--- src/rtl/mpp_hf_pkg.sv ---
// Shared definitions for the MPP HF signature detector: ternary symbol
// encoding, detector state encoding and the 17-symbol HF signature.
// The signature is held as a packed vector in which symbol i occupies
// bits [2*i+1:2*i]. The sliding window in the detector uses the same layout.
package mpp_hf_pkg;

    typedef enum logic [1:0] {
        SYM_ZERO = 2'b00,
        SYM_POS  = 2'b01,
        SYM_NEG  = 2'b11
    } sym_e;

    typedef enum logic {
        ST_SEARCH = 1'b0,
        ST_LOCKED = 1'b1
    } state_e;

    localparam int HF_PAT_LEN = 17;
    localparam int WIN_W      = 2 * HF_PAT_LEN;

    // Signature symbol at a given phase: + + - - - + + 0 - - 0 + + 0 - - +
    function automatic logic [1:0] hf_pat_sym(input logic [4:0] idx);
        logic [1:0] s;
        case (idx)
            5'd0:    s = SYM_POS;
            5'd1:    s = SYM_POS;
            5'd2:    s = SYM_NEG;
            5'd3:    s = SYM_NEG;
            5'd4:    s = SYM_NEG;
            5'd5:    s = SYM_POS;
            5'd6:    s = SYM_POS;
            5'd7:    s = SYM_ZERO;
            5'd8:    s = SYM_NEG;
            5'd9:    s = SYM_NEG;
            5'd10:   s = SYM_ZERO;
            5'd11:   s = SYM_POS;
            5'd12:   s = SYM_POS;
            5'd13:   s = SYM_ZERO;
            5'd14:   s = SYM_NEG;
            5'd15:   s = SYM_NEG;
            5'd16:   s = SYM_POS;
            default: s = SYM_ZERO;
        endcase
        return s;
    endfunction

    // Packs the signature into window layout (index 0 in the low bits).
    function automatic logic [WIN_W-1:0] hf_pat_build();
        logic [WIN_W-1:0] v;
        v = {WIN_W{1'b0}};
        for (int i = 0; i < HF_PAT_LEN; i++) begin
            v[2*i +: 2] = hf_pat_sym(5'(i));
        end
        return v;
    endfunction

    localparam logic [WIN_W-1:0] HF_PAT = hf_pat_build();

endpackage

--- src/rtl/mpp_sym_slicer.sv ---
// Registered ternary slicer: maps a signed 24-bit MPP sample to POS / NEG /
// ZERO against a symmetric magnitude threshold. Exactly +/-SLICE_TH slices
// to ZERO. The symbol is held while no sample is valid.
module mpp_sym_slicer
    import mpp_hf_pkg::*;
#(
    parameter int unsigned SLICE_TH = 1000
) (
    input  logic        clk,
    input  logic        rst_n,
    input  logic        sample_valid,
    input  logic [23:0] sample_in,
    output logic [1:0]  sym,
    output logic        sym_valid
);

    logic signed [24:0] sample_ext_s;
    logic signed [24:0] th_pos_s;
    logic signed [24:0] th_neg_s;
    logic [1:0]         sym_s;
    logic [1:0]         sym_r;
    logic               sym_valid_r;

    assign sample_ext_s = signed'({sample_in[23], sample_in});
    assign th_pos_s     = signed'(25'(SLICE_TH));
    assign th_neg_s     = -th_pos_s;

    // Threshold decision on the sign-extended sample.
    always_comb begin
        sym_s = SYM_ZERO;
        if (sample_ext_s > th_pos_s) begin
            sym_s = SYM_POS;
        end else if (sample_ext_s < th_neg_s) begin
            sym_s = SYM_NEG;
        end else begin
            sym_s = SYM_ZERO;
        end
    end

    // Symbol register and one-cycle-delayed valid.
    always_ff @(posedge clk or negedge rst_n) begin
        if (!rst_n) begin
            sym_r       <= SYM_ZERO;
            sym_valid_r <= 1'b0;
        end else begin
            sym_valid_r <= sample_valid;
            if (sample_valid) begin
                sym_r <= sym_s;
            end else begin
                sym_r <= sym_r;
            end
        end
    end

    assign sym       = sym_r;
    assign sym_valid = sym_valid_r;

endmodule

--- src/rtl/mpp_hf_detector.sv ---
// MPP ring-hover HF signature detector. Slices the sample stream to ternary
// symbols, searches a 17-symbol window for the HF signature, then tracks its
// phase and reports lock, period boundaries and symbol errors.
// Optional build macro MPP_HF_DET_STATS_EN: enables the saturating
// err_count statistic; without it err_count is tied to zero.
module mpp_hf_detector
    import mpp_hf_pkg::*;
#(
    parameter int unsigned SLICE_TH   = 1000,
    parameter int unsigned MISS_LIMIT = 3
) (
    input  logic        clk,
    input  logic        rst_n,
    input  logic        sample_valid,
    input  logic [23:0] sample_in,
    output logic        locked,
    output logic        period_strobe,
    output logic        symbol_err,
    output logic [15:0] period_count,
    output logic [15:0] err_count
);

    localparam logic [3:0] MISS_LIM_C = 4'(MISS_LIMIT);
    localparam logic [4:0] PHASE_LAST = 5'(HF_PAT_LEN - 1);

    logic [1:0]       sym_s;
    logic             sym_valid_s;

    state_e           state_r;
    state_e           state_nx_s;
    logic [WIN_W-1:0] window_r;
    logic [WIN_W-1:0] window_nx_s;
    logic [WIN_W-1:0] win_shift_s;
    logic [4:0]       phase_r;
    logic [4:0]       phase_nx_s;
    logic [3:0]       miss_r;
    logic [3:0]       miss_nx_s;
    logic [3:0]       miss_inc_s;
    logic             locked_r;
    logic             locked_nx_s;
    logic             strobe_r;
    logic             strobe_nx_s;
    logic             err_r;
    logic             err_nx_s;
    logic [15:0]      pcount_r;
    logic [15:0]      pcount_nx_s;
    logic [15:0]      pcount_inc_s;
    logic             sym_match_s;
    logic             loss_s;

    mpp_sym_slicer #(
        .SLICE_TH (SLICE_TH)
    ) u_slicer (
        .clk          (clk),
        .rst_n        (rst_n),
        .sample_valid (sample_valid),
        .sample_in    (sample_in),
        .sym          (sym_s),
        .sym_valid    (sym_valid_s)
    );

    // Newest symbol enters at index 16 (top bits); oldest drops off index 0.
    assign win_shift_s  = {sym_s, window_r[WIN_W-1:2]};
    assign sym_match_s  = (sym_s == hf_pat_sym(phase_r));
    assign miss_inc_s   = miss_r + 4'd1;
    assign loss_s       = (!sym_match_s) && (miss_inc_s >= MISS_LIM_C);
    assign pcount_inc_s = (pcount_r == 16'hFFFF) ? pcount_r : (pcount_r + 16'd1);

    // Search/track FSM next-state and output decode; pulses default low.
    always_comb begin
        state_nx_s  = state_r;
        window_nx_s = window_r;
        phase_nx_s  = phase_r;
        miss_nx_s   = miss_r;
        locked_nx_s = locked_r;
        pcount_nx_s = pcount_r;
        strobe_nx_s = 1'b0;
        err_nx_s    = 1'b0;
        if (sym_valid_s) begin
            case (state_r)
                ST_SEARCH: begin
                    window_nx_s = win_shift_s;
                    if (win_shift_s == HF_PAT) begin
                        state_nx_s  = ST_LOCKED;
                        locked_nx_s = 1'b1;
                        phase_nx_s  = 5'd0;
                        pcount_nx_s = 16'd0;
                        miss_nx_s   = 4'd0;
                    end else begin
                        state_nx_s  = ST_SEARCH;
                    end
                end
                ST_LOCKED: begin
                    phase_nx_s = (phase_r == PHASE_LAST) ? 5'd0 : (phase_r + 5'd1);
                    err_nx_s   = !sym_match_s;
                    miss_nx_s  = sym_match_s ? 4'd0 : miss_inc_s;
                    if (loss_s) begin
                        // Loss of lock wins over a coincident period boundary.
                        state_nx_s  = ST_SEARCH;
                        locked_nx_s = 1'b0;
                        window_nx_s = {WIN_W{1'b0}};
                        miss_nx_s   = 4'd0;
                    end else if (phase_r == PHASE_LAST) begin
                        strobe_nx_s = 1'b1;
                        pcount_nx_s = pcount_inc_s;
                    end else begin
                        strobe_nx_s = 1'b0;
                    end
                end
                default: begin
                    state_nx_s  = ST_SEARCH;
                    locked_nx_s = 1'b0;
                    window_nx_s = {WIN_W{1'b0}};
                    miss_nx_s   = 4'd0;
                end
            endcase
        end else begin
            state_nx_s = state_r;
        end
    end

    // State, window, counters and registered outputs.
    always_ff @(posedge clk or negedge rst_n) begin
        if (!rst_n) begin
            state_r  <= ST_SEARCH;
            window_r <= {WIN_W{1'b0}};
            phase_r  <= 5'd0;
            miss_r   <= 4'd0;
            locked_r <= 1'b0;
            strobe_r <= 1'b0;
            err_r    <= 1'b0;
            pcount_r <= 16'd0;
        end else begin
            state_r  <= state_nx_s;
            window_r <= window_nx_s;
            phase_r  <= phase_nx_s;
            miss_r   <= miss_nx_s;
            locked_r <= locked_nx_s;
            strobe_r <= strobe_nx_s;
            err_r    <= err_nx_s;
            pcount_r <= pcount_nx_s;
        end
    end

    assign locked        = locked_r;
    assign period_strobe = strobe_r;
    assign symbol_err    = err_r;
    assign period_count  = pcount_r;

`ifdef MPP_HF_DET_STATS_EN
    logic [15:0] errcnt_r;

    // Lifetime error statistic; survives lock loss, cleared only by reset.
    always_ff @(posedge clk or negedge rst_n) begin
        if (!rst_n) begin
            errcnt_r <= 16'd0;
        end else if (err_nx_s && (errcnt_r != 16'hFFFF)) begin
            errcnt_r <= errcnt_r + 16'd1;
        end else begin
            errcnt_r <= errcnt_r;
        end
    end

    assign err_count = errcnt_r;
`else
    assign err_count = 16'd0;
`endif

endmodule
--- config.mk ---
export PLATFORM = sky130hd
export DESIGN_NAME = mpp_hf_detector
export DESIGN_NICKNAME = d
export VERILOG_FILES = /design/src/rtl/mpp_hf_pkg.sv /design/src/rtl/mpp_sym_slicer.sv /design/src/rtl/mpp_hf_detector.sv
export SDC_FILE = /design/constraint.sdc
export NUM_CORES = 1
export LEC_CHECK = 0
export CORE_UTILIZATION = 45
export CTS_BUF_LIST = sky130_fd_sc_hd__clkbuf_16
export DETAILED_ROUTE_END_ITERATION = 10
export HOLD_SLACK_MARGIN = 0.06
export PLACE_DENSITY = 0.8
export SETUP_SLACK_MARGIN = 0.3
export SKIP_CTS_REPAIR_TIMING = 1
export SYNTH_ARGS = -nofsm -noshare
export SYNTH_HDL_FRONTEND = slang
export SYNTH_HIERARCHICAL = 1
export SYNTH_SLANG_ARGS = --single-unit
export TNS_END_PERCENT = 100
--- constraint.sdc ---
create_clock -name clk -period 2.8 [get_ports clk]
set_clock_uncertainty 0.15 [all_clocks]
set_input_delay 0.28 -clock clk [delete_from_list [all_inputs] [get_ports clk]]
set_output_delay 0.28 -clock clk [all_outputs]
set_load 0.02 [all_outputs]
After elaboration in Yosys (flattened, before gate mapping)
Memories as Yosys holds them, arrays and structs flattened.
Index checks and enable logic that the tools add are counted.
Widths: inputs -> output; s select.

cells by class
  mux-type cells = 28
  equal/unequal tests = 9
  add/subtract/negate cells = 3
  magnitude comparators = 3
  bitwise gates (word level) = 1
  multipliers = 0
  reductions and logical operators = 6
  shift operators = 0
  divide/modulo/power cells = 0

operators by type and width
  operator               count
  $pmux 34 s2            1
  $mux 16                4
  $eq 34x33->1 const B   1
  $mux 34                1
  $pmux 16 s2            1
  $gt 24x11->1 const B   1
  $lt 24x11->1 const B   1
  $add 16x1->16 const B  1
  $eq 16x16->1 const B   1
  $mux 4                 3
  $mux 1                 10
  $mux 5                 2
  $pmux 5 s2             1
  $pmux 4 s2             1
  $ne 2x2->1 const B     3
  $add 5x1->5 const B    1
  $eq 5x5->1 const B     1
  $reduce_and 5->1       1
  $add 4x1->4 const B    1
  $ge 4x2->1 const B     1
  $mux 2                 2
  $ne 2x1->1 const B     2
  $pmux 1 s2             2
  $reduce_and 2->1       2
  5 further kinds        5

word-level totals
  register bits after elaboration = 66
  memory bits (read-only) = 64
  RAM bits = 0
  output and inout port bits = 35
  input bits = 27
  bits in latches = 0
  memories = 1

memory list
  name             words  width  read ports  clocked after Yosys merged registers in  wr ports  RTL line          RTL
  (no name shown)  32     2      1           0                                        0         mpp_hf_pkg.sv:24  case (idx)

Logic depth before layout (Yosys ltp)
Gate-level depths: netlist (run 1).
An unclocked memory read counts as a cell.

  word-level depth = 7
  depth in mapped cells = 10
  depth with buffers taken out = 8

By module
The synthesis (run 1) kept the hierarchy.

by module, submodules not included
  module           area each (µm²)  instances  cells each
  mpp_hf_detector  3,251.9          1          312
  mpp_sym_slicer   241.5            1          28

Least setup slack after synthesis (run 1)
No wires, ideal clock.

  path kind = reg2reg
  from = register phase_r[0]
  to = register pcount_r[13] (netlist: period_count[13])
  cell stages (with the launch flop) = 10
  arrival time = 2.166 ns
  period minus slack after synthesis = 2.393 ns
  buffers on the path = 1
  data required time = 2.573 ns
  path slack = 0.407 ns
  cell sequence = dfrtp_1 -> inv_1 -> ha_1 -> mux2_4 -> o21ai_2 -> xor2_1 -> a311oi_1 -> buf_2 -> or4_1 -> a21oi_1

on the way
  longest elaborated chain between the ends = 6
  elaborated cells between the ends (all ways) = 8

ends and longest elaborated chain
  element                              RTL line                RTL
  from (decl)                          mpp_hf_detector.sv:34   logic [4:0] phase_r;
  from (signal assigned)               mpp_hf_detector.sv:136  phase_r <= phase_nx_s;
  $mem_v2 32x2                         n/a
  $eq 2x2->1                           mpp_hf_detector.sv:64   assign sym_match_s = (sym_s == hf_pat_sym(phase_r));
  $logic_not 1->1                      mpp_hf_detector.sv:66   assign loss_s = (!sym_match_s) && (miss_inc_s >= MISS_LIM_C);
  $logic_and 1x1->1                    mpp_hf_detector.sv:66
  $ne 2x2->1 (no source line)          n/a
  $reduce_and 5->1 (no source line) *  n/a
  to (signal assigned)                 mpp_hf_detector.sv:141  pcount_r <= pcount_nx_s;
  to (decl)                            mpp_hf_detector.sv:45   logic [15:0] pcount_r;

Mark *: on every way between the ends. The rest lies on a longest branch, timed or not.
A chain may end at the register's enable or synchronous reset.

Worst setup path after layout (run 1)
  from = register phase_r[1]
  to = register window_r[23]

on the way
  longest elaborated chain between the ends = 6

ends and longest elaborated chain
  element                            RTL line                RTL
  $mem_v2 32x2                       n/a
  $eq 2x2->1                         mpp_hf_detector.sv:64
  $logic_not 1->1                    mpp_hf_detector.sv:66
  $logic_and 1x1->1                  mpp_hf_detector.sv:66
  $ne 2x1->1 (no source line)        n/a
  $reduce_and 2->1 (no source line)  n/a
  to (signal assigned)               mpp_hf_detector.sv:126  window_r <= {WIN_W{1'b0}};
  to (signal assigned)               mpp_hf_detector.sv:135  window_r <= window_nx_s;
  to (decl)                          mpp_hf_detector.sv:31   logic [WIN_W-1:0] window_r;

No other way between the ends.

==> metrics.yaml, run 1 <==
status:
  outcome: "finished, final reports clean"
floorplan:
  die_y_um: 90.1
  num_rows: 31
  ios: 62
  die_w_um: 90.1
  initial_core_util: 0.474
  coreArea_um2: 7370
  dieArea_um2: 8120
sta:
  timing_max_transition_violations_final: 0
  rsz0062_at_grt: "yes"
  setup_viol: 0
  finalCriticalPeriod_ns: 2.47
  slew_headroom: 0.510
  min_period_over_period: 0.883
  finalHoldViolations: 0
  max_clock_freq_mhz: 404
  worst_slew_pin_slew_ns: 0.736
  setup_ws_ns: 0.327
detailed_routing:
  drtIter0Drc: 169
  vias_per_cell: 6.17
  routedWlPerCell_um: 17.0
  routed_wl_mm: 8.47
  first_pass_iters: 5
  vias: 3072
  drtAntennaViolNets: 0
  drc: 0
global_routing:
  antenna_found_initial: 0
  use_met1: 0.269
  top_usage_layer: "met2"
  met3_usage: 0.0474
  grt_pass1_vias: 2830
  grt_usage: 0.210
  grt_pass1_wl_mm: 13.6
  grt_max_degree: 35
  use_met2: 0.338
  grt-ovfl-total: 0
finish:
  antenna_cells: 0
  nNetsFinal: 430
  final_common_cell: "dfrtp_1"
  layout-drive-gt1-share: 0.143
  fillers: 594
  area_growth_syn_to_layout_pct: 28.5
  design_area_um2: 4490
  final_cell_mix: "dfrtp_1 (61), clkdlybuf4s50_1 (44), a22o_1 (32)"
  utilization: 0.609
synthesis:
  ys_ff_latch: 64
  syn_area_um2: 3490
  ys_seq_area_frac: 0.458
  synthFlopType: "dfrtp_1"
  synthDistinctLibCells: 54
  synth_cells: 340
  yosys_warnings: 6
  syn_area_per_cell_um2: 10.3
  synth_edf_count: 0
  postSynth.asyncResetShare: 1.00
setup_path:
  worst-path-buf-inv: 2
  critPathLaunch: "phase_r[1]"
  arrival_ns: 2.54
  start_kind: "flip-flop"
  critPathSlowestCell: "dfrtp_2"
  r2r_end: "window_r[23]"
  slowest_delay_ns: 0.42
  worstSetupEndpoint: "window_r[23]"
  rr_worst_depth: 9
  crit_cells: 9
  required_ns: 2.86
  crit_family: "compound AO/OA/AOI/OAI gates"
  worstPathMaxFanout: 32
  worstReg2RegStart: "phase_r[1]"
  cp_cell_sequence: "inv_2, ha_4, nor2b_1, o221ai_1, a21o_1, a31oi_1, o21ai_2, buf_4, a22o_1"
  end_kind: "flip-flop"
  critPathKind: "reg -> reg"
  r2r_setup_slack_ns: 0.33
clocking:
  cts_root_buf: "clkbuf_16"
  cts_tree: "done"
  clk-insertion-delay-late_ns: 0.33
  cts-htree-levels: 3
  clk_path_buf_depth: 2
  cts_made_buffers: 9
  cts_sinks: 64
  clkTransAtPathRegs_ns: 0.05
power:
  total_power_w: 0.00256
  powerDensity_nw_per_um2: 570
  p_leak_nw: 1.84
  vdd.ir_drop.worst_v: 0.000340
min_path:
  hold_class: "reg -> reg"
placement:
  io_buffers: 45
  dp_hpwl_mm: 5.27
  gp_congestion: 0.848
  dp_slack_ns: 0.0107
  dpl_cell_area_um2: 4010
flow_run:
  maxCapViolations: 0
==> cells by family after synthesis <==
family,count (synthesis),synth area share
flops,64,0.458
other cells,1,0.00107
fa+ha+maj,9,0.0322
simple gates,130,0.240
xor+xnor,1,0.00251
buf+inv,40,0.0641
compound gates,93,0.194
mux,2,0.00752
==> metrics by stage <==
step	std cells	TNS (ns)	hold WS (ns)
after floorplan	355	0	-0.166
final	498	0	0.360
after global placement	475	0	0.220
after CTS	491	-0.00873	-0.117
after detailed placement	475	0	0.232
after global routing	498	0	0.386
==> synthesized netlist by cell type, drive strengths merged, types with 3 or more instances <==
cell type   n  share of area
nand3b      5          0.011
nor3        6         0.0086
nand4b      6          0.015
and2        3         0.0054
clkbuf      9         0.0097
a21oi       4         0.0057
nand4      13          0.023
inv         9         0.0097
nor2       10          0.011
and4        5          0.013
nand4bb     4          0.018
nand3      24          0.034
nand2      16          0.019
o211ai     11          0.024
a22o       32          0.080
or4         3         0.0064
and3        4         0.0072
ha          9          0.032
o31ai       6          0.013
or3         7          0.013
nand2b      5         0.0090
nor4        8          0.023
buf        22          0.045
nor2b       6          0.011
o21ai      25          0.037
dfrtp      64           0.46
==> how the worst min path moves through the flow <==
| stage | start | end | slack [ns] | depth (start not counted) |
|---|---|---|---|---|
| floorplan | rst_n | locked | -0.17 | 0 |
| global placement | rst_n | miss_r[2] | 0.22 | 1 |
| detailed placement | rst_n | period_strobe | 0.23 | 1 |
| CTS | rst_n | period_strobe | -0.12 | 1 |
| global route | window_r[23] | window_r[21] | 0.39 | 1 |
| finish | window_r[3] | window_r[3] | 0.36 | 1 |
==> where the power goes <==
group	total (W)	leakage [nW]	internal, W	switching [W]
sequential	0.00109	0.856	0.00100	0.0000853
combinational	0.000211	0.824	0.000115	0.0000964
clock	0.00126	0.161	0.000861	0.000401
total	0.00256	1.84	0.00198	0.000583
==> flip-flops by register name, indices dropped and copies added, names as in the netlist <==
register            cells
u_slicer/sym            2
locked                  1
u_slicer/sym_valid      1
state_r                 1
symbol_err              1
period_strobe           1
window_r               32
period_count           16
miss_r                  4
phase_r                 5
==> metal layers <==
| metal | share of wire | wire length, um |
|---|---|---|
| met1 | 0.41 | 3490 |
| met2 | 0.51 | 4300 |
| met3 | 0.053 | 449 |
| met4 | 0.026 | 224 |
| met5 | 0 | 0 |
==> area by class of cell <==
type                            count  area [um2]  area share
Inverter                            9        33.8     0.00753
Timing Repair Buffer               59         573       0.128
Tap cell                           99         124      0.0276
Multi-Input combinational cell    251        1820       0.405
Sequential cell                    64        1610       0.358
Clock buffer                        9         225      0.0502
Clock inverter                      7         110      0.0245
No activity file was read; power rests on OpenSTA's default activity.
==> run 2, diff against run 1 <==
--- a/config.mk
+++ b/config.mk
@@ -5,11 +5,13 @@
 export SDC_FILE = /design/constraint.sdc
 export NUM_CORES = 1
 export LEC_CHECK = 0
+export ABC_AREA = 1
+export CORE_ASPECT_RATIO = 0.8
 export CORE_UTILIZATION = 45
 export CTS_BUF_LIST = sky130_fd_sc_hd__clkbuf_16
 export DETAILED_ROUTE_END_ITERATION = 10
 export HOLD_SLACK_MARGIN = 0.06
-export PLACE_DENSITY = 0.8
+export PLACE_DENSITY = 0.79
 export SETUP_SLACK_MARGIN = 0.3
 export SKIP_CTS_REPAIR_TIMING = 1
 export SYNTH_ARGS = -nofsm -noshare
==> run 2 against run 1 <==
The flow now finishes with violations (hold timing); first-iteration DRC count grew 3.0%; register-to-register slack gained 0.27 ns; clock power shrank 8%; combinational power is essentially flat; largest power group unchanged.
==> metrics.yaml, run 2 <==
synthesis:
  synth_cells: 510  # was 340
  yosys_warnings: 6  # unchanged
  synth_edf_count: 0  # unchanged
  syn_area_um2: 3840  # was 3490 um2
  synthFlopType: "dfrtp_1"  # unchanged
  synth_top_area_frac: 0.417  # was 0.458
  ys_top_cells_by_area: "dfrtp_1 (42%), nand2_1 (16%), nor2_1 (6.4%)"  # was dfrtp_1 (46%), a22o_1 (8.0%), nand3_1 (3.4%)
  yosysMostFrequentCell: "nand2_1"  # was dfrtp_1
  synth_top_area_cell: "dfrtp_1"  # unchanged
  postSynth.asyncResetShare: 1.00  # unchanged
  ys_seq_area_frac: 0.417  # was 0.458
  synth_common_cells: "nand2_1 (168), nor2_1 (65), dfrtp_1 (64), nand3_1 (45), inv_1 (43)"  # was dfrtp_1 (64), a22o_1 (32), nand3_1 (24), o21ai_0 (22), buf_4 (16)
  ys_ff_latch: 64  # unchanged
  synthDistinctLibCells: 35  # was 54
  syn_area_per_cell_um2: 7.53  # was 10.3 um2
placement:
  gp_congestion: 0.887  # was 0.848
  dp_slack_ns: 0.615  # was 0.0107 ns
  dp_hpwl_mm: 5.63  # was 5.27 mm
  io_buffers: 45  # unchanged
  dpl_cell_area_um2: 4230  # was 4010 um2
global_routing:
  grt_pass1_vias: 3193  # was 2,830
  grt_usage: 0.199  # was 0.210
  grt-ovfl-total: 0  # unchanged
  grt_max_degree: 65  # was 35
  grt_pass1_wl_mm: 14.3  # was 13.6 mm
  antenna_found_initial: 0  # unchanged
clocking:
  cts-htree-levels: 3  # unchanged
  clkTransAtPathRegs_ns: 0.05  # about the same
  cts_tree: "done"  # unchanged
  cts_sinks: 64  # unchanged
  clk-insertion-delay-late_ns: 0.33  # about the same
  clk_path_buf_depth: 2  # unchanged
  cts_made_buffers: 9  # unchanged
  cts_root_buf: "clkbuf_16"  # unchanged
floorplan:
  die_w_um: 105  # was 90.1 um
  dieArea_um2: 8910  # was 8120 um2
  die_y_um: 84.6  # was 90.1 um
  initial_core_util: 0.474  # about the same
  num_rows: 29  # was 31
  ios: 62  # unchanged
  coreArea_um2: 8090  # was 7370 um2
finish:
  nNetsFinal: 589  # was 430
  area_growth_syn_to_layout_pct: 18.4  # was 28.5%
  antenna_cells: 0  # unchanged
  largest_register_ffs: 32  # unchanged
  design_area_um2: 4540  # was 4490 um2
  largest_register: "window_r"  # unchanged
  final_cell_mix: "nand2_1 (168), nor2_1 (65), dfrtp_1 (64)"  # was dfrtp_1 (61), clkdlybuf4s50_1 (44), a22o_1 (32)
  layout-drive-gt1-share: 0.0663  # was 0.143
  final_common_cell: "nand2_1"  # was dfrtp_1
setup_path:
  worstPathMaxFanout: 18  # was 32
  cp_cell_sequence: "ha_1, a21oi_1, nand2_1, nand2_1, nand2_1, inv_1, nand2_2, nand3_4, nand3_4, nand2_1, nand2_1"  # was inv_2, ha_4, nor2b_1, o221ai_1, a21o_1, a31oi_1, o21ai_2, buf_4, a22o_1
  critPathSlowestCell: "dfrtp_1"  # was dfrtp_2
  arrival_ns: 2.26  # was 2.54 ns
  end_kind: "flip-flop"  # unchanged
  crit_family: "simple AND/OR/NAND/NOR gates"  # was compound AO/OA/AOI/OAI gates
  required_ns: 2.86  # about the same
  critPathKind: "reg -> reg"  # unchanged
  worst-path-buf-inv: 1  # was 2
  slowest_delay_ns: 0.44  # was 0.42 ns
  crit_top_cell: "nand2_1"
  start_kind: "flip-flop"  # unchanged
sta:
  timing_max_transition_violations_final: 0  # unchanged
  finalCriticalPeriod_ns: 2.20  # was 2.47 ns
  hold_slack_ns: -0.0131  # was 0.360 ns
  tns_ns: 0  # unchanged
  rsz0062_at_grt: "no"  # was yes
  setup_ws_ns: 0.602  # was 0.327 ns
  slew_headroom: 0.459  # was 0.510
  worst_slew_pin_slew_ns: 0.811  # was 0.736 ns
  finalHoldViolations: 24  # was 0
  max_clock_freq_mhz: 455  # was 404 MHz
  min_period_over_period: 0.785  # was 0.883
  setup_viol: 0  # unchanged
status:
  violations: "hold timing"
  outcome: "finished with violations"  # was finished, final reports clean
power:
  combinationalPowerShare: 0.088  # was 0.082
  p_leak_nw: 2.19  # was 1.84 nW
  total_power_w: 0.00244  # was 0.00256 W
  p_clk_frac: 0.478  # was 0.493
  switching_share: 0.238  # was 0.228
  p_sw_w: 0.000582  # was 0.000583 W
  vdd.ir_drop.worst_v: 0.000392  # was 0.000340 V
  powerDensity_nw_per_um2: 537  # was 570 nW/um2
  p_seq_frac: 0.435  # was 0.424
  power.internal_w: 0.00186  # was 0.00198 W
detailed_routing:
  drtAntennaViolNets: 0  # unchanged
  vias_per_cell: 5.10  # was 6.17
  routedWlPerCell_um: 12.2  # was 17.0 um
  first_pass_iters: 5  # unchanged
  drtIter0Drc: 174  # was 169
  drc: 0  # unchanged
  routed_wl_mm: 8.14  # was 8.47 mm
  vias: 3394  # was 3,072
flow_run:
  maxCapViolations: 0  # unchanged
min_path:
  hold_class: "in -> async"  # was reg -> reg
run 2: metal layers:
layer	share of wire	global-route usage	wire [um]	vias up
met4	0.014	0.0602	115	0
met5	0	0	0	-
li1	-	-	-	1689
met3	0.052	0.0497	426	13
met2	0.48	0.337	3890	106
met1	0.46	0.252	3710	1586
run 2: kinds of logic (layout without fill, tap and decap cells):
family | Yosys count | count (layout) | share of synthesized area
other cells | 1 | 16 | 0.000977
compound gates | 25 | 25 | 0.0381
xor+xnor | 7 | 7 | 0.0160
simple gates | 325 | 325 | 0.377
fa+ha+maj | 9 | 9 | 0.0293
flops | 64 | 64 | 0.417
buf+inv | 79 | 112 | 0.122
run 2: layout make-up:
type                       instances  area [um2]
fill                             728        3550
timing repair buffer              50         483
sequential                        64        1600
tap                              108         135
inverter                          46         186
multi-input combinational        382        1830
clock buffer                       9         225
clock inverter                     7        86.3
run 2: path summary, 6_finish.rpt:
check                                  start               end  slack [ns]  cells past startpoint
worst max-delay path              phase_r[1]  period_count[13]        0.60                     11
worst min-delay path                   rst_n         miss_r[2]       -0.01                      2
worst max register to register    phase_r[1]  period_count[13]        0.60                     11
worst min register to register  window_r[12]      window_r[12]        0.33                      2
max in group asynchronous              rst_n      window_r[19]        1.99                      2
min in group clk                window_r[12]      window_r[12]        0.33                      2
run 2: through the flow:
step / util / instances / hold slack (ns)
final: 0.562 / 666 / -0.0131
after global routing: 0.562 / 666 / 0.0601
after CTS: 0.562 / 666 / 0.0131
after detailed placement: 0.523 / 650 / 0.314
after global placement: 0.523 / 650 / 0.303
after floorplan: - / 525 / -0.166
run 2: power by group through the flow:
stage	registers [W]	clock network [W]	logic [W]
5_1_grt	0.00107	0.00123	0.000248
4_1_cts	0.00106	0.00119	0.000216
3_3_place_gp	0.00107	0	0.000208
6_report	0.00106	0.00116	0.000213
3_5_place_dp	0.00107	0	0.000216
2_1_floorplan	0.00106	0	0.000153
==> run 3, diff against run 2 <==
==> constraint.sdc (replaced) <==
create_clock -name clk -period 2.1 [get_ports clk]
set_clock_uncertainty 0.15 [all_clocks]
set_input_delay 0.21 -clock clk [delete_from_list [all_inputs] [get_ports clk]]
set_output_delay 0.21 -clock clk [all_outputs]
set_load 0.02 [all_outputs]
==> run 3 against run 2 <==
The flow now finishes without violations; non-clock buffer count is 23 higher; largest power group is now registers; critical endpoint is now window_r[32]; power is 24% higher; clock-buffer cell count stayed put; cell area is 10% higher.
==> metrics.yaml, run 3 (synthesized netlist as in run 2, its figures left out) <==
detailed_routing:
  drtAntennaViolNets: 0  # unchanged
  routedWlPerCell_um: 14.0  # was 12.2 um
  first_pass_iters: 5  # unchanged
  drc: 0  # unchanged
  routed_wl_mm: 9.64  # was 8.14 mm
  vias: 3546  # was 3,394
  drtIter0Drc: 255  # was 174
  vias_per_cell: 5.13  # was 5.10
clocking:
  cts_root_buf: "clkbuf_16"  # unchanged
  cts_sinks: 64  # unchanged
  cts-htree-levels: 3  # unchanged
  cts_tree: "done"  # unchanged
  clk_path_buf_depth: 2  # unchanged
  cts_made_buffers: 9  # unchanged
  clkTransAtPathRegs_ns: 0.05  # about the same
  clk-insertion-delay-late_ns: 0.32  # was 0.33 ns
floorplan:
  num_rows: 29  # unchanged
  coreArea_um2: 8090  # unchanged
  dieArea_um2: 8910  # unchanged
  initial_core_util: 0.474  # unchanged
  die_w_um: 105  # unchanged
  ios: 62  # unchanged
  die_y_um: 84.6  # unchanged
setup_path:
  worst-path-buf-inv: 2  # was 1
  critPathKind: "reg -> reg"  # unchanged
  worstPathMaxFanout: 8  # was 18
  crit_top_cell: "nand2_1"  # unchanged
  crit_family: "simple AND/OR/NAND/NOR gates"  # unchanged
  required_ns: 2.15  # was 2.86 ns
  critPathSlowestCell: "dfrtp_2"  # was dfrtp_1
  arrival_ns: 2.08  # was 2.26 ns
  end_kind: "flip-flop"  # unchanged
  start_kind: "flip-flop"  # unchanged
  cp_cell_sequence: "inv_2, ha_1, inv_1, nand2_1, nand3_1, nand2_1, nand2_1, nand2_1, nand2_1, nand2_2, nand2_4, nand2_8, nand2_8, nand2_2, o21ai_0"  # was ha_1, a21oi_1, nand2_1, nand2_1, nand2_1, inv_1, nand2_2, nand3_4, nand3_4, nand2_1, nand2_1
  slowest_delay_ns: 0.42  # was 0.44 ns
global_routing:
  antenna_found_initial: 0  # unchanged
  grt_pass1_vias: 3246  # was 3,193
  grt-ovfl-total: 0  # unchanged
  grt_max_degree: 65  # unchanged
  grt_usage: 0.202  # was 0.199
  grt_pass1_wl_mm: 14.6  # was 14.3 mm
sta:
  rsz0062_at_grt: "yes"  # was no
  finalCriticalPeriod_ns: 2.03  # was 2.20 ns
  timing_max_transition_violations_final: 0  # unchanged
  min_period_over_period: 0.967  # was 0.785
  setup_ws_ns: 0.0690  # was 0.602 ns
  max_clock_freq_mhz: 492  # was 455 MHz
  hold_slack_ns: 0.280  # was -0.0131 ns
  setup_viol: 0  # unchanged
  finalHoldViolations: 0  # was 24
finish:
  design_area_um2: 5010  # was 4540 um2
  nNetsFinal: 616  # was 589
  antenna_cells: 0  # unchanged
  area_growth_syn_to_layout_pct: 30.5  # was 18.4%
  final_common_cell: "nand2_1"  # unchanged
  utilization: 0.619  # was 0.562
  final_cell_mix: "nand2_1 (139), nor2_1 (59), dfrtp_1 (59)"  # was nand2_1 (168), nor2_1 (65), dfrtp_1 (64)
  largest_register_ffs: 32  # unchanged
  largest_register: "window_r"  # unchanged
  layout-drive-gt1-share: 0.190  # was 0.0663
placement:
  gp_congestion: 0.868  # was 0.887
  dpl_cell_area_um2: 4350  # was 4230 um2
  dp_slack_ns: 0.0345  # was 0.615 ns
  io_buffers: 45  # unchanged
  dp_hpwl_mm: 5.71  # was 5.63 mm
power:
  p_leak_nw: 2.47  # was 2.19 nW
  vdd.ir_drop.worst_v: 0.000366  # was 0.000392 V
  total_power_w: 0.00303  # was 0.00244 W
  powerDensity_nw_per_um2: 604  # was 537 nW/um2
flow_run:
  maxCapViolations: 0  # unchanged
status:
  outcome: "finished, final reports clean"  # was finished with violations
min_path:
  hold_class: "in -> async"  # unchanged
-- run 3: cell count changes in the layout (fill, tap and decap cells not counted), moves of 5 or more --
| cell | delta |
|---|---|
| buf_4 | +15 |
| clkdlybuf4s50_1 | -5 |
| nand2_1 | -29 |
| nand2_2 | +24 |
| nor2_1 | -6 |
| dfrtp_1 | -5 |
| nor2_2 | +6 |
| dlymetal6s2s_1 | +5 |
| dfrtp_2 | +5 |
| nand2_8 | +5 |
-- run 3: layout make-up --
type	count	area [um2]
Timing Repair Buffer	73	741
Clock buffer	9	225
Multi-Input combinational cell	386	2090
Inverter	46	186
Clock inverter	5	20.0
Sequential cell	64	1610
Fill cell	648	3080
Tap cell	108	135
-- run 3: worst paths after layout --
| kind | endpoint | startpoint | cells past startpoint | slack, ns |
|---|---|---|---|---|
| max in group asynchronous | phase_r[0] | rst_n | 3 | 1.22 |
| max | window_r[32] | phase_r[0] | 15 | 0.07 |
| min in group clk | u_slicer/sym_valid | sample_valid | 1 | 0.29 |
| max reg2reg | window_r[32] | phase_r[0] | 15 | 0.07 |
| min reg2reg | window_r[12] | window_r[12] | 2 | 0.33 |
| min | miss_r[2] | rst_n | 3 | 0.28 |
-- run 3: power by group --
| group | switching (W) | internal [W] | total [W] |
|---|---|---|---|
| registers | 0.000103 | 0.00134 | 0.00144 |
| logic | 0.000187 | 0.000146 | 0.000333 |
| clock network | 0.000490 | 0.000764 | 0.00125 |
-- run 3: stage by stage --
stage	TNS, ns	std cells
6_report	0	691
3_3_place_gp	0	657
2_1_floorplan	0	525
5_1_grt	-0.0546	691
4_1_cts	0	671
3_5_place_dp	0	657
-- run 3: routing by layer --
layer  global-route usage  wire length, um  vias up
met5                    0                0        -
met2                0.328             4800      110
met1                0.268             4210     1673
met4               0.0538               85        0
met3               0.0559              538       11
li1                     -                -     1752
-- run 3: worst min-delay path, delay by kind of cell --
kind / cells / cell delay [ns]
buffers and inverters: 3 / 0.94
